File: config.mk
export PLATFORM = sky130hd
export DESIGN_NAME = execute_memory_flat
export DESIGN_NICKNAME = d
export VERILOG_FILES = /design/src/rtl/execute_memory_pkg.sv /design/src/rtl/execute_memory_if.sv /design/src/rtl/execute_memory_reg.sv /design/src/rtl/execute_memory.sv /design/src/flat_wrapper.sv
export SDC_FILE = /design/constraint.sdc
export NUM_CORES = 1
export LEC_CHECK = 0
export ABC_AREA = 1
export BUFFER_PORTS_ARGS = -buffer_cell sky130_fd_sc_hd__buf_2
export CORE_ASPECT_RATIO = 0.7
export CORE_MARGIN = 2
export CORE_UTILIZATION = 54
export CTS_BUF_LIST = sky130_fd_sc_hd__clkbuf_2 sky130_fd_sc_hd__clkbuf_4 sky130_fd_sc_hd__clkbuf_8
export DETAILED_ROUTE_END_ITERATION = 16
export PLACE_DENSITY_LB_ADDON = 0.2
export SETUP_SLACK_MARGIN = 0.3
export SLEW_MARGIN = 20
export SYNTH_ARGS = -nofsm -noshare
export SYNTH_HDL_FRONTEND = slang
export SYNTH_SLANG_ARGS = --single-unit
File: constraint.sdc
create_clock -name clock -period 10.9 [get_ports clock]
set_clock_uncertainty 0.1 [all_clocks]
set_input_delay 2.18 -clock clock [delete_from_list [all_inputs] [get_ports clock]]
set_output_delay 2.18 -clock clock [all_outputs]
set_load 0.01 [all_outputs]
File: src/rtl/execute_memory_pkg.sv
// Shared definitions for the execute->memory pipeline latch.
package execute_memory_pkg;

    localparam int unsigned DefaultWidth = 32;

    // Instruction word used for bubbles
    localparam logic [31:0] Nop = 32'h0;

    // 2-bit state encoding; the spare codes fall back to StIdle
    localparam logic [1:0] StIdle = 2'b00;
    localparam logic [1:0] StWait = 2'b01;

endpackage

File: src/rtl/execute_memory_if.sv
// Execute-stage to memory-stage bundle, including the mult/div return path.
interface execute_memory_if #(
    parameter int unsigned WIDTH = 32
);
    logic [WIDTH-1:0] alu_result;
    logic [WIDTH-1:0] dataB;
    logic [WIDTH-1:0] instruction;
    logic [WIDTH-1:0] pc;
    logic             ex_valid;
    logic             md_start;
    logic             md_ready;
    logic [WIDTH-1:0] md_result;
    logic             md_exception;
    logic             flush;
    logic [WIDTH-1:0] result_out;
    logic [WIDTH-1:0] dataB_out;
    logic [WIDTH-1:0] instruction_out;
    logic [WIDTH-1:0] pc_out;
    logic             valid_out;
    logic             exception_out;
    logic             stall;

    // Execute side / environment
    modport master (
        output alu_result, dataB, instruction, pc, ex_valid, md_start,
               md_ready, md_result, md_exception, flush,
        input  result_out, dataB_out, instruction_out, pc_out, valid_out,
               exception_out, stall
    );

    // Pipeline latch
    modport slave (
        input  alu_result, dataB, instruction, pc, ex_valid, md_start,
               md_ready, md_result, md_exception, flush,
        output result_out, dataB_out, instruction_out, pc_out, valid_out,
               exception_out, stall
    );
endinterface

File: src/rtl/execute_memory_reg.sv
// Enabled register with asynchronous active-high reset to zero.
module execute_memory_reg #(
    parameter int unsigned WIDTH = 32
) (
    input  logic             clk_i,
    input  logic             rst_i,
    input  logic             en_i,
    input  logic [WIDTH-1:0] d_i,
    output logic [WIDTH-1:0] q_o
);
    logic [WIDTH-1:0] q_q;

    // Load on enable, clear on reset
    always_ff @(posedge clk_i or posedge rst_i) begin
        if (rst_i) begin
            q_q <= '0;
        end else if (en_i) begin
            q_q <= d_i;
        end
    end

    assign q_o = q_q;
endmodule

File: src/rtl/execute_memory.sv
// Execute->memory pipeline latch with mult/div hold, flush bubbles and timeout.
module execute_memory
    import execute_memory_pkg::*;
#(
    parameter int unsigned WIDTH      = DefaultWidth,
    parameter int unsigned MD_TIMEOUT = 64
) (
    input  logic              clock,
    input  logic              reset,
    execute_memory_if.slave   bus
);
    localparam int unsigned    CntW    = (MD_TIMEOUT > 1) ? $clog2(MD_TIMEOUT) : 1;
    localparam logic [CntW-1:0] CntLast = CntW'(MD_TIMEOUT - 1);
    localparam logic [WIDTH-1:0] NopW   = WIDTH'(Nop);

    logic [1:0]      state_q, state_d;
    logic [CntW-1:0] cnt_q, cnt_d;

    logic             out_en, hold_en, stall;
    logic [WIDTH-1:0] res_d, db_d, ins_d, pc_d;
    logic             vld_d, exc_d;
    logic [WIDTH-1:0] hold_ins, hold_db, hold_pc;

    // FSM state and WAIT-cycle counter
    always_ff @(posedge clock or posedge reset) begin
        if (reset) begin
            state_q <= StIdle;
            cnt_q   <= '0;
        end else begin
            state_q <= state_d;
            cnt_q   <= cnt_d;
        end
    end

    // Next state, register enables and output-register inputs
    always_comb begin
        state_d = state_q;
        cnt_d   = cnt_q;
        out_en  = 1'b0;
        hold_en = 1'b0;
        stall   = 1'b0;
        res_d   = bus.alu_result;
        db_d    = bus.dataB;
        ins_d   = bus.instruction;
        pc_d    = bus.pc;
        vld_d   = 1'b0;
        exc_d   = 1'b0;
        if (bus.flush) begin
            // Squash wins over everything, including a same-cycle md_ready
            out_en  = 1'b1;
            ins_d   = NopW;
            state_d = StIdle;
            cnt_d   = '0;
        end else begin
            case (state_q)
                StIdle: begin
                    out_en = 1'b1;
                    cnt_d  = '0;
                    if (bus.ex_valid && bus.md_start) begin
                        hold_en = 1'b1;
                        stall   = 1'b1;
                        ins_d   = NopW;
                        state_d = StWait;
                    end else if (bus.ex_valid) begin
                        vld_d = 1'b1;
                    end else begin
                        ins_d = NopW;
                    end
                end
                StWait: begin
                    if (bus.md_ready || (cnt_q == CntLast)) begin
                        // Completion or timeout: release execute so the held op is not reissued
                        out_en  = 1'b1;
                        res_d   = bus.md_ready ? bus.md_result : '0;
                        exc_d   = bus.md_ready ? bus.md_exception : 1'b1;
                        db_d    = hold_db;
                        ins_d   = hold_ins;
                        pc_d    = hold_pc;
                        vld_d   = 1'b1;
                        cnt_d   = '0;
                        state_d = StIdle;
                    end else begin
                        stall = 1'b1;
                        cnt_d = cnt_q + CntW'(1);
                    end
                end
                default: begin
                    out_en  = 1'b1;
                    ins_d   = NopW;
                    cnt_d   = '0;
                    state_d = StIdle;
                end
            endcase
        end
    end

    assign bus.stall = stall;

    execute_memory_reg #(.WIDTH(WIDTH)) u_hold_ins (
        .clk_i(clock), .rst_i(reset), .en_i(hold_en), .d_i(bus.instruction), .q_o(hold_ins)
    );
    execute_memory_reg #(.WIDTH(WIDTH)) u_hold_db (
        .clk_i(clock), .rst_i(reset), .en_i(hold_en), .d_i(bus.dataB), .q_o(hold_db)
    );
    execute_memory_reg #(.WIDTH(WIDTH)) u_hold_pc (
        .clk_i(clock), .rst_i(reset), .en_i(hold_en), .d_i(bus.pc), .q_o(hold_pc)
    );

    execute_memory_reg #(.WIDTH(WIDTH)) u_res (
        .clk_i(clock), .rst_i(reset), .en_i(out_en), .d_i(res_d), .q_o(bus.result_out)
    );
    execute_memory_reg #(.WIDTH(WIDTH)) u_db (
        .clk_i(clock), .rst_i(reset), .en_i(out_en), .d_i(db_d), .q_o(bus.dataB_out)
    );
    execute_memory_reg #(.WIDTH(WIDTH)) u_ins (
        .clk_i(clock), .rst_i(reset), .en_i(out_en), .d_i(ins_d), .q_o(bus.instruction_out)
    );
    execute_memory_reg #(.WIDTH(WIDTH)) u_pc (
        .clk_i(clock), .rst_i(reset), .en_i(out_en), .d_i(pc_d), .q_o(bus.pc_out)
    );
    execute_memory_reg #(.WIDTH(1)) u_vld (
        .clk_i(clock), .rst_i(reset), .en_i(out_en), .d_i(vld_d), .q_o(bus.valid_out)
    );
    execute_memory_reg #(.WIDTH(1)) u_exc (
        .clk_i(clock), .rst_i(reset), .en_i(out_en), .d_i(exc_d), .q_o(bus.exception_out)
    );
endmodule
File: src/flat_wrapper.sv
// flat-port wrapper written by rule: the top's interface ports become plain ports
module execute_memory_flat import execute_memory_pkg::*;
#(
    parameter int unsigned WIDTH      = DefaultWidth,
    parameter int unsigned MD_TIMEOUT = 64
)
  (clock, reset, bus_alu_result, bus_dataB, bus_instruction, bus_pc, bus_ex_valid, bus_md_start, bus_md_ready, bus_md_result, bus_md_exception, bus_flush, bus_result_out, bus_dataB_out, bus_instruction_out, bus_pc_out, bus_valid_out, bus_exception_out, bus_stall);
  execute_memory_if #(.WIDTH(WIDTH)) bus_i ();
  input  logic clock;
  input  logic reset;
  input wire logic [$bits(bus_i.alu_result)-1:0] bus_alu_result;
  input wire logic [$bits(bus_i.dataB)-1:0] bus_dataB;
  input wire logic [$bits(bus_i.instruction)-1:0] bus_instruction;
  input wire logic [$bits(bus_i.pc)-1:0] bus_pc;
  input wire logic [$bits(bus_i.ex_valid)-1:0] bus_ex_valid;
  input wire logic [$bits(bus_i.md_start)-1:0] bus_md_start;
  input wire logic [$bits(bus_i.md_ready)-1:0] bus_md_ready;
  input wire logic [$bits(bus_i.md_result)-1:0] bus_md_result;
  input wire logic [$bits(bus_i.md_exception)-1:0] bus_md_exception;
  input wire logic [$bits(bus_i.flush)-1:0] bus_flush;
  output wire logic [$bits(bus_i.result_out)-1:0] bus_result_out;
  output wire logic [$bits(bus_i.dataB_out)-1:0] bus_dataB_out;
  output wire logic [$bits(bus_i.instruction_out)-1:0] bus_instruction_out;
  output wire logic [$bits(bus_i.pc_out)-1:0] bus_pc_out;
  output wire logic [$bits(bus_i.valid_out)-1:0] bus_valid_out;
  output wire logic [$bits(bus_i.exception_out)-1:0] bus_exception_out;
  output wire logic [$bits(bus_i.stall)-1:0] bus_stall;
  assign bus_i.alu_result = bus_alu_result;
  assign bus_i.dataB = bus_dataB;
  assign bus_i.instruction = bus_instruction;
  assign bus_i.pc = bus_pc;
  assign bus_i.ex_valid = bus_ex_valid;
  assign bus_i.md_start = bus_md_start;
  assign bus_i.md_ready = bus_md_ready;
  assign bus_i.md_result = bus_md_result;
  assign bus_i.md_exception = bus_md_exception;
  assign bus_i.flush = bus_flush;
  assign bus_result_out = bus_i.result_out;
  assign bus_dataB_out = bus_i.dataB_out;
  assign bus_instruction_out = bus_i.instruction_out;
  assign bus_pc_out = bus_i.pc_out;
  assign bus_valid_out = bus_i.valid_out;
  assign bus_exception_out = bus_i.exception_out;
  assign bus_stall = bus_i.stall;
  execute_memory #(.WIDTH(WIDTH), .MD_TIMEOUT(MD_TIMEOUT)) u_core (.clock(clock), .reset(reset), .bus(bus_i));
endmodule
==> results.json, run 1 <==
{
  "hold_class": "flop to flop",
  "relSlewSlack": 0.302,
  "finish.net_count": 1527,
  "first_iter_violations": 706,
  "required_ns": 8.62,
  "setup_viol": 0,
  "post-cts-setup-buffers": 0,
  "worst_slack_ns": 4.32,
  "crit_top_cell": "buf_2",
  "maxSlewViolCount": 0,
  "synth_area_um2": 9990,
  "clk-insertion-delay-late_ns": 0.49,
  "grt_setup_unrepaired": "no",
  "ys_seq_area_frac": 0.584,
  "holdBufCountCts": 0,
  "track_usage": 0.264,
  "ys_types": 26,
  "viasPerCell": 5.25,
  "period_needed_ns": 6.58,
  "grt_pass1_vias": 8287,
  "regArea_um2": 5830,
  "max-cap-violations": 0,
  "multi_input_area_um2": 3530,
  "outcome": "finished, final reports clean",
  "crit_family": "buffers and inverters",
  "tns_ns": 0,
  "crit_buf_inv": 4,
  "max_slew.worst_pin.slew_ns": 1.05,
  "cts-htree-levels": 2,
  "critPathArrivalTime_ns": 4.30,
  "path_max_fanout": 66,
  "first_pass_iters": 5,
  "fin_area_um2": 12300,
  "yosysMostFrequentCell": "nand2_1",
  "cts.clk_slew.worst_paths_ns": 0.06,
  "criticalPathCategory": "primary input to primary output",
  "synthTopCellsByArea": "dfrtp_1 (58%), nand2_1 (13%), o211ai_1 (4.1%)",
  "cp_slowest_cell": "nor2_8",
  "start_util": 0.553,
  "place_congestion": 0.768,
  "syn_nets": 1254,
  "ir_worst_vdd_v": 0.000116,
  "ys_ff_latch": 233,
  "cts_buffers": 36,
  "clock-sinks": 233,
  "dieArea_um2": 19600,
  "die_h_um": 118,
  "synth_top_cells_by_count": "nand2_1 (345), dfrtp_1 (233), inv_1 (71), nand3_1 (65), o21ai_0 (57)",
  "async_reset_ff_frac": 1.00,
  "fmax_mhz": 152,
  "portBuffers": 297,
  "fin_crit_sh": 0.604,
  "core_area_um2": 18100,
  "p_leak_uw": 0.00633,
  "cts-root-buf": "clkbuf_8",
  "rows": 41,
  "pre_cts_slack_ns": 4.28,
  "grt_max_degree": 118,
  "fillers": 1482,
  "wl_per_cell_um": 16.2,
  "path_cells": "buf_2, o21bai_4, buf_4, nor2_8, inv_1, nand2_1, buf_2",
  "synth.yosys.warnings": 0,
  "drt_wl_total_mm": 26.3,
  "io_pins": 298,
  "ctsResizeCount": 0,
  "syn_inst": 1086,
  "synth.top_cell.area_share": 0.584,
  "powerDensity_nw_per_um2": 167,
  "end_kind": "primary output",
  "r2r_slack_ns": 7.59,
  "synth-edff-count": 0,
  "tritoncts": "built",
  "placed_area_um2": 11500,
  "area_growth_pct": 22.9,
  "clockBufferDepth": 3,
  "synth_top_area_cell": "dfrtp_1",
  "hold_violations": 0,
  "drive_gt1_frac": 0.307,
  "syn_avg_cell_area_um2": 9.20,
  "dieWidth_um": 167,
  "antenna_found_initial": 4,
  "critical_path.max_stage_delay_ns": 0.75,
  "ant_nets": 0,
  "grt_pass1_wl_mm": 42.1,
  "grt_remaining_overflow": 0,
  "dp_hpwl_mm": 16.8,
  "vias": 8513,
  "startpoint_type": "primary input",
  "route.detailed.drc": 0,
  "synth_ff_type": "dfrtp_1"
}
-- state kept, by name, indices dropped and copies added (netlist names) --
signal	count
u_core.u_pc.q_o	32
u_core.u_vld.q_o	1
u_core.u_hold_pc.q_o	32
u_core.u_ins.q_o	32
u_core.u_hold_ins.q_o	32
u_core.u_exc.q_o	1
u_core.u_hold_db.q_o	32
u_core.state_q	1
u_core.u_res.q_o	32
u_core.cnt_q	6
u_core.u_db.q_o	32
-- report_power, final --
group | internal, µW | switching [µW]
Sequential | 969 | 51.2
Combinational | 112 | 154
Clock | 427 | 332
-- tightest hold or removal path: cells and delay by family, from the launching register on --
family | cells | cell delay, ns
and+or+nand+nor | 2 | 0.10
DFF | 1 | 0.34
-- cell usage in the layout (no fill, tap or decap), types with 2 or more instances in the layout --
master      n
o21ai_1    27
buf_4      10
buf_2     297
nand2_1   345
nor2_1     55
o211ai_2   10
a21oi_1    49
diode_2     4
mux2_2     32
inv_2       3
dfrtp_1   233
clkbuf_4   10
o211ai_1   54
o21ai_0    57
clkbuf_8   48
nor2_4      2
nand3_1    65
inv_1      70
clkinv_2    3
-- cell type report --
cell class                      count  share of cell area
Sequential cell                   233               0.475
Multi-Input combinational cell    707               0.288
Timing Repair Buffer              307               0.127
Clock buffer                       58              0.0599
Tap cell                          236              0.0241
Inverter                           74              0.0232
Clock inverter                      4             0.00184
Antenna cell                        4            0.000816
-- metal layers --
layer  vias to the layer above  share of wire  track usage
met5                         -              0            0
met2                       312           0.47        0.432
li1                       4083              -            -
met3                        47          0.068       0.0447
met1                      4071           0.44        0.363
met4                         0          0.025       0.0873
-- logic make-up after synthesis --
logic type,Yosys count,synth area share
multiplexers,32,0.0361
AND/OR/NAND/NOR,474,0.192
flip-flops,233,0.584
XOR/XNOR,1,0.000877
AO/OA/AOI/OAI,199,0.121
adder cells (fa/ha/maj),1,0.00125
buffers and inverters,146,0.0650
-- worst paths after layout --
path                                                        from                               end  cells after the start
worst max-delay path                                bus_md_ready                         bus_stall                      7
worst min-delay path            u_core.u_ins.q_o[22]$_DFFE_PP0P_  u_core.u_ins.q_o[22]$_DFFE_PP0P_                      2
worst max register to register     u_core.state_q[0]$_DFFE_PP0P_    u_core.u_db.q_o[0]$_DFFE_PP0P_                      8
worst min register to register  u_core.u_ins.q_o[22]$_DFFE_PP0P_  u_core.u_ins.q_o[22]$_DFFE_PP0P_                      2
max in group asynchronous                                  reset   u_core.u_db.q_o[25]$_DFFE_PP0P_                      4
min in group asynchronous                                  reset  u_core.u_res.q_o[29]$_DFFE_PP0P_                      2
-- per-stage QoR --
stage,utilization,instances,hold WS [ns],total power [µW]
finish,0.680,1623,0.372,2050
global route,0.680,1622,0.404,2150
CTS,0.679,1619,0.377,2060
detailed placement,0.637,1557,0.360,1300
global placement,0.637,1557,0.359,1290
floorplan,-,1086,0.352,1190
No activity file was read; power rests on OpenSTA's default activity.
==> run 2, diff against run 1 <==
Clock period 10.9 ns to 6.9 ns, I/O delays scaled along.
==> results.json, run 2 (synthesized netlist as in run 1, its figures left out) <==
{
  "rows": 41,
  "drt_wl_total_mm": 26.2,
  "ctsResizeCount": 0,
  "die_h_um": 118,
  "grt_setup_unrepaired": "no",
  "placed_area_um2": 11500,
  "io_pins": 298,
  "layout_common_cells": "nand2_1 (345), buf_2 (297), dfrtp_1 (233)",
  "p_leak_uw": 0.00634,
  "finish.net_count": 1527,
  "period_needed_ns": 5.02,
  "track_usage": 0.267,
  "portBuffers": 297,
  "clk-insertion-delay-late_ns": 0.51,
  "antenna_found_initial": 0,
  "setup_viol": 0,
  "critPathArrivalTime_ns": 3.54,
  "cts.clk_slew.worst_paths_ns": 0.06,
  "tritoncts": "built",
  "first_pass_iters": 5,
  "fmax_mhz": 199,
  "relSlewSlack": 0.280,
  "grt_pass1_vias": 8302,
  "place_congestion": 0.804,
  "top_layer": "met4",
  "layout_commonest_cell": "nand2_1",
  "drive_gt1_frac": 0.309,
  "required_ns": 5.42,
  "outcome": "finished, final reports clean",
  "core_area_um2": 18100,
  "wl_met3_mm": 1.74,
  "ant_nets": 0,
  "holdPathStages": 2,
  "ir_worst_vdd_v": 0.000172,
  "clock-sinks": 233,
  "grt_remaining_overflow": 0,
  "fin_crit_sh": 0.727,
  "viasPerCell": 5.20,
  "cts-root-buf": "clkbuf_8",
  "dp_hpwl_mm": 17.0,
  "vias": 8441,
  "fin_area_um2": 12300,
  "grt_max_degree": 161,
  "hold_violations": 0,
  "cts-htree-levels": 2,
  "holdBufCountCts": 0,
  "rr_worst_depth": 8,
  "hold_class": "flop to flop",
  "criticalPathCategory": "primary input to primary output",
  "fillers": 1452,
  "wl_met2_mm": 12.2,
  "maxSlewViolCount": 0,
  "path_max_fanout": 65,
  "startpoint_type": "primary input",
  "end_kind": "primary output",
  "first_iter_violations": 778,
  "dieWidth_um": 167,
  "wl_met1_mm": 11.6,
  "grt_pass1_wl_mm": 42.4,
  "max_slew.worst_pin.slew_ns": 1.08,
  "clockBufferDepth": 3,
  "start_util": 0.553,
  "powerDensity_nw_per_um2": 266,
  "max-cap-violations": 0,
  "tns_ns": 0,
  "post-cts-setup-buffers": 0,
  "wl_per_cell_um": 16.1,
  "fin_util": 0.681,
  "route.detailed.drc": 0,
  "cts_buffers": 37,
  "dieArea_um2": 19600,
  "area_growth_pct": 23.1,
  "hold_slack_ns": 0.377
}
## run 2: cell types whose count changed in the layout (fill, tap and decap cells not counted)
cell / before / now
clkbuf_8: 48 / 49
inv_8: 1 / 0
o21bai_2: 0 / 1
clkinv_2: 3 / 5
o21bai_4: 1 / 0
buf_12: 0 / 1
buf_4: 10 / 8
clkbuf_4: 10 / 12
clkinvlp_4: 1 / 2
diode_2: 4 / 1
## run 2: final timing paths
kind                                                 start                                to  slack (ns)
min in group asynchronous                            reset    u_core.u_db.q_o[5]$_DFFE_PP0P_        0.97
hold reg to reg            u_core.u_ins.q_o[9]$_DFFE_PP0P_   u_core.u_ins.q_o[9]$_DFFE_PP0P_        0.38
setup / recovery                              bus_md_ready                         bus_stall        1.88
max in group asynchronous                            reset  u_core.u_ins.q_o[19]$_DFFE_PP0P_        4.99
hold / removal             u_core.u_ins.q_o[9]$_DFFE_PP0P_   u_core.u_ins.q_o[9]$_DFFE_PP0P_        0.38
setup reg to reg             u_core.state_q[0]$_DFFE_PP0P_    u_core.u_pc.q_o[0]$_DFFE_PP0P_        3.65
## run 2: layout make-up
type	count	area, µm²	share of cell area
clock inverters	6	32.5	0.00265
diodes	1	2.50	0.000203
flip-flops and latches	233	5830	0.474
clock buffers	61	764	0.0622
multi-input cells	707	3520	0.287
inverters	74	282	0.0229
repair buffers	306	1570	0.127
well taps	236	295	0.0240
## run 2: metrics by stage
| stage | power (µW) | setup WS [ns] | std cells |
|---|---|---|---|
| 6_report | 3270 | 1.88 | 1624 |
| 2_1_floorplan | 1880 | 2.37 | 1086 |
| 3_3_place_gp | 2040 | 1.90 | 1556 |
| 4_1_cts | 3300 | 1.88 | 1623 |
| 5_1_grt | 3440 | 1.70 | 1623 |
| 3_5_place_dp | 2060 | 1.88 | 1556 |
## run 2: per-layer routing
metal  vias up  global-route usage
met2       304               0.427
li1       4084                   -
met1      4007               0.370
met3        46              0.0545
met4         0              0.0857
met5         -                   0
## run 2: worst max-delay path, stage by stage
cell      delay (ns)
buf_2           0.31
o21bai_2        0.29
buf_4           0.28
nor2_8          0.74
inv_1           0.22
nand2_1         0.10
buf_2           0.18
## run 2: power by group
group,total (µW),switching (µW),internal (µW)
combinational,420,242,178
clock,1230,533,701
sequential,1610,83.1,1530
==> run 3, diff against run 2 <==
Clock period 6.9 ns to 4.8 ns, I/O delays scaled along.
==> results.json, run 3 (synthesized netlist as in run 1, its figures left out) <==
{
  "dp_hpwl_mm": 17.0,
  "setup_viol": 0,
  "outcome": "finished, final reports clean",
  "r2r_slack_ns": 1.49,
  "drive_gt1_frac": 0.311,
  "die_h_um": 118,
  "relSlewSlack": 0.302,
  "p_leak_uw": 0.00638,
  "place_congestion": 0.818,
  "clockBufferDepth": 3,
  "busiest_layer": "met2",
  "cp_slowest_cell": "inv_2",
  "track_usage": 0.268,
  "viasPerCell": 5.25,
  "hp-start": "u_core.u_hold_db.q_o[4]$_DFFE_PP0P_",
  "grtUsageMet2": 0.431,
  "maxSlewViolCount": 0,
  "cts_buffers": 36,
  "tritoncts": "built",
  "crit_family": "buffers and inverters",
  "antenna_found_initial": 1,
  "path_cells": "buf_4, inv_2, nor2_4, buf_4, nand2_4, inv_2, nand2_1, o211ai_1",
  "max_slew.worst_pin.slew_ns": 1.05,
  "io_pins": 298,
  "grt_max_degree": 115,
  "grt_use_met3": 0.0514,
  "period_needed_ns": 3.31,
  "area_growth_pct": 23.9,
  "required_ns": 5.09,
  "met1_usage": 0.371,
  "fmax_mhz": 302,
  "core_area_um2": 18100,
  "clk-insertion-delay-late_ns": 0.50,
  "clock-sinks": 233,
  "ctsResizeCount": 0,
  "dieArea_um2": 19600,
  "fin_area_um2": 12400,
  "cts-htree-levels": 2,
  "worstReg2RegEnd": "u_core.u_pc.q_o[29]$_DFFE_PP0P_",
  "dieWidth_um": 167,
  "cts-root-buf": "clkbuf_8",
  "portBuffers": 297,
  "ir_worst_vdd_v": 0.000215,
  "startpoint_type": "flop",
  "placed_area_um2": 11500,
  "startpoint": "u_core.state_q[0]$_DFFE_PP0P_",
  "max-cap-violations": 0,
  "hold_violations": 0,
  "first_pass_iters": 5,
  "hold_class": "flop to flop",
  "path_max_fanout": 82,
  "holdBufCountCts": 0,
  "wl_per_cell_um": 16.1,
  "powerDensity_nw_per_um2": 384,
  "start_util": 0.553,
  "r2r-start": "u_core.state_q[0]$_DFFE_PP0P_",
  "first_iter_violations": 686,
  "post-cts-setup-buffers": 0,
  "grt_remaining_overflow": 0,
  "crit_buf_inv": 4,
  "grt_setup_unrepaired": "no",
  "grt_pass1_wl_mm": 42.7,
  "fin_crit_sh": 0.690,
  "holdPathEnd": "u_core.u_db.q_o[4]$_DFFE_PP0P_",
  "rows": 41,
  "vias": 8548,
  "finish.net_count": 1530,
  "layout_commonest_cell": "nand2_1",
  "criticalPathCategory": "flop to flop",
  "fin_util": 0.685,
  "holdPathStages": 2,
  "ant_nets": 0,
  "layout_common_cells": "nand2_1 (345), buf_2 (297), dfrtp_1 (233)",
  "cts.clk_slew.worst_paths_ns": 0.06,
  "tns_ns": 0,
  "route.detailed.drc": 0,
  "rr_worst_depth": 8,
  "end_kind": "flop",
  "critical_path.max_stage_delay_ns": 0.74,
  "grt_pass1_vias": 8400,
  "drt_wl_total_mm": 26.2,
  "critPathArrivalTime_ns": 3.61
}
[run 3: cell types whose count changed in the layout (fill, tap and decap cells not counted), sizes merged]
| cell | previous run | this run |
|---|---|---|
| buf | 306 | 310 |
| clkinv | 5 | 2 |
| bufinv | 0 | 1 |
| clkbuf | 61 | 62 |
| clkinvlp | 2 | 1 |
| inv | 73 | 74 |
[run 3: power by group]
group          internal (µW)  leakage [µW]  switching (µW)
Clock                   1080      0.000441             751
Combinational            258       0.00310             350
Sequential              2200       0.00284             121
Total                   3530       0.00638            1220
[run 3: final cells by class]
class,instances,area (µm²)
Antenna cell,1,2.50
Multi-Input combinational cell,707,3520
Tap cell,236,295
Clock buffer,62,778
Timing Repair Buffer,310,1610
Clock inverter,4,48.8
Sequential cell,233,5830
Inverter,74,282
Fill cell,1451,5690
[run 3: how the worst max path moves through the flow]
stage                                            to  slack [ns]  cells past startpoint
floorplan                 u_core.cnt_q[0]$_DFF_PP0_        0.69                      1
global placement     u_core.u_db.q_o[9]$_DFFE_PP0P_        1.30                      7
detailed placement  u_core.u_pc.q_o[27]$_DFFE_PP0P_        1.25                      7
CTS                 u_core.u_pc.q_o[29]$_DFFE_PP0P_        1.51                      8
global route         u_core.u_db.q_o[1]$_DFFE_PP0P_        1.31                      8
finish              u_core.u_pc.q_o[29]$_DFFE_PP0P_        1.49                      8
[run 3: worst reg2reg max path, delay by kind of cell (launching register included)]
| kind | cells | cell delay, ns |
|---|---|---|
| AOI/OAI and AO/OA | 1 | 0.14 |
| buffers and inverters | 4 | 1.96 |
| DFF | 1 | 0.32 |
| and+or+nand+nor | 3 | 0.69 |
[run 3: routing by layer]
layer | wire (µm) | vias to the layer above
met1 | 11400 | 4073
met3 | 1860 | 54
li1 | - | 4089
met4 | 689 | 0
met2 | 12300 | 332
met5 | 0 | -
[run 3: stage by stage]
step | std cells | setup slack, ns | power (µW) | hold WS [ns]
final | 1627 | 1.49 | 4760 | 0.377
after detailed placement | 1560 | 1.25 | 2960 | 0.360
after global routing | 1626 | 1.31 | 4990 | 0.392
after global placement | 1560 | 1.30 | 2940 | 0.358
after floorplan | 1086 | 0.690 | 2700 | 0.352
after CTS | 1626 | 1.51 | 4800 | 0.367
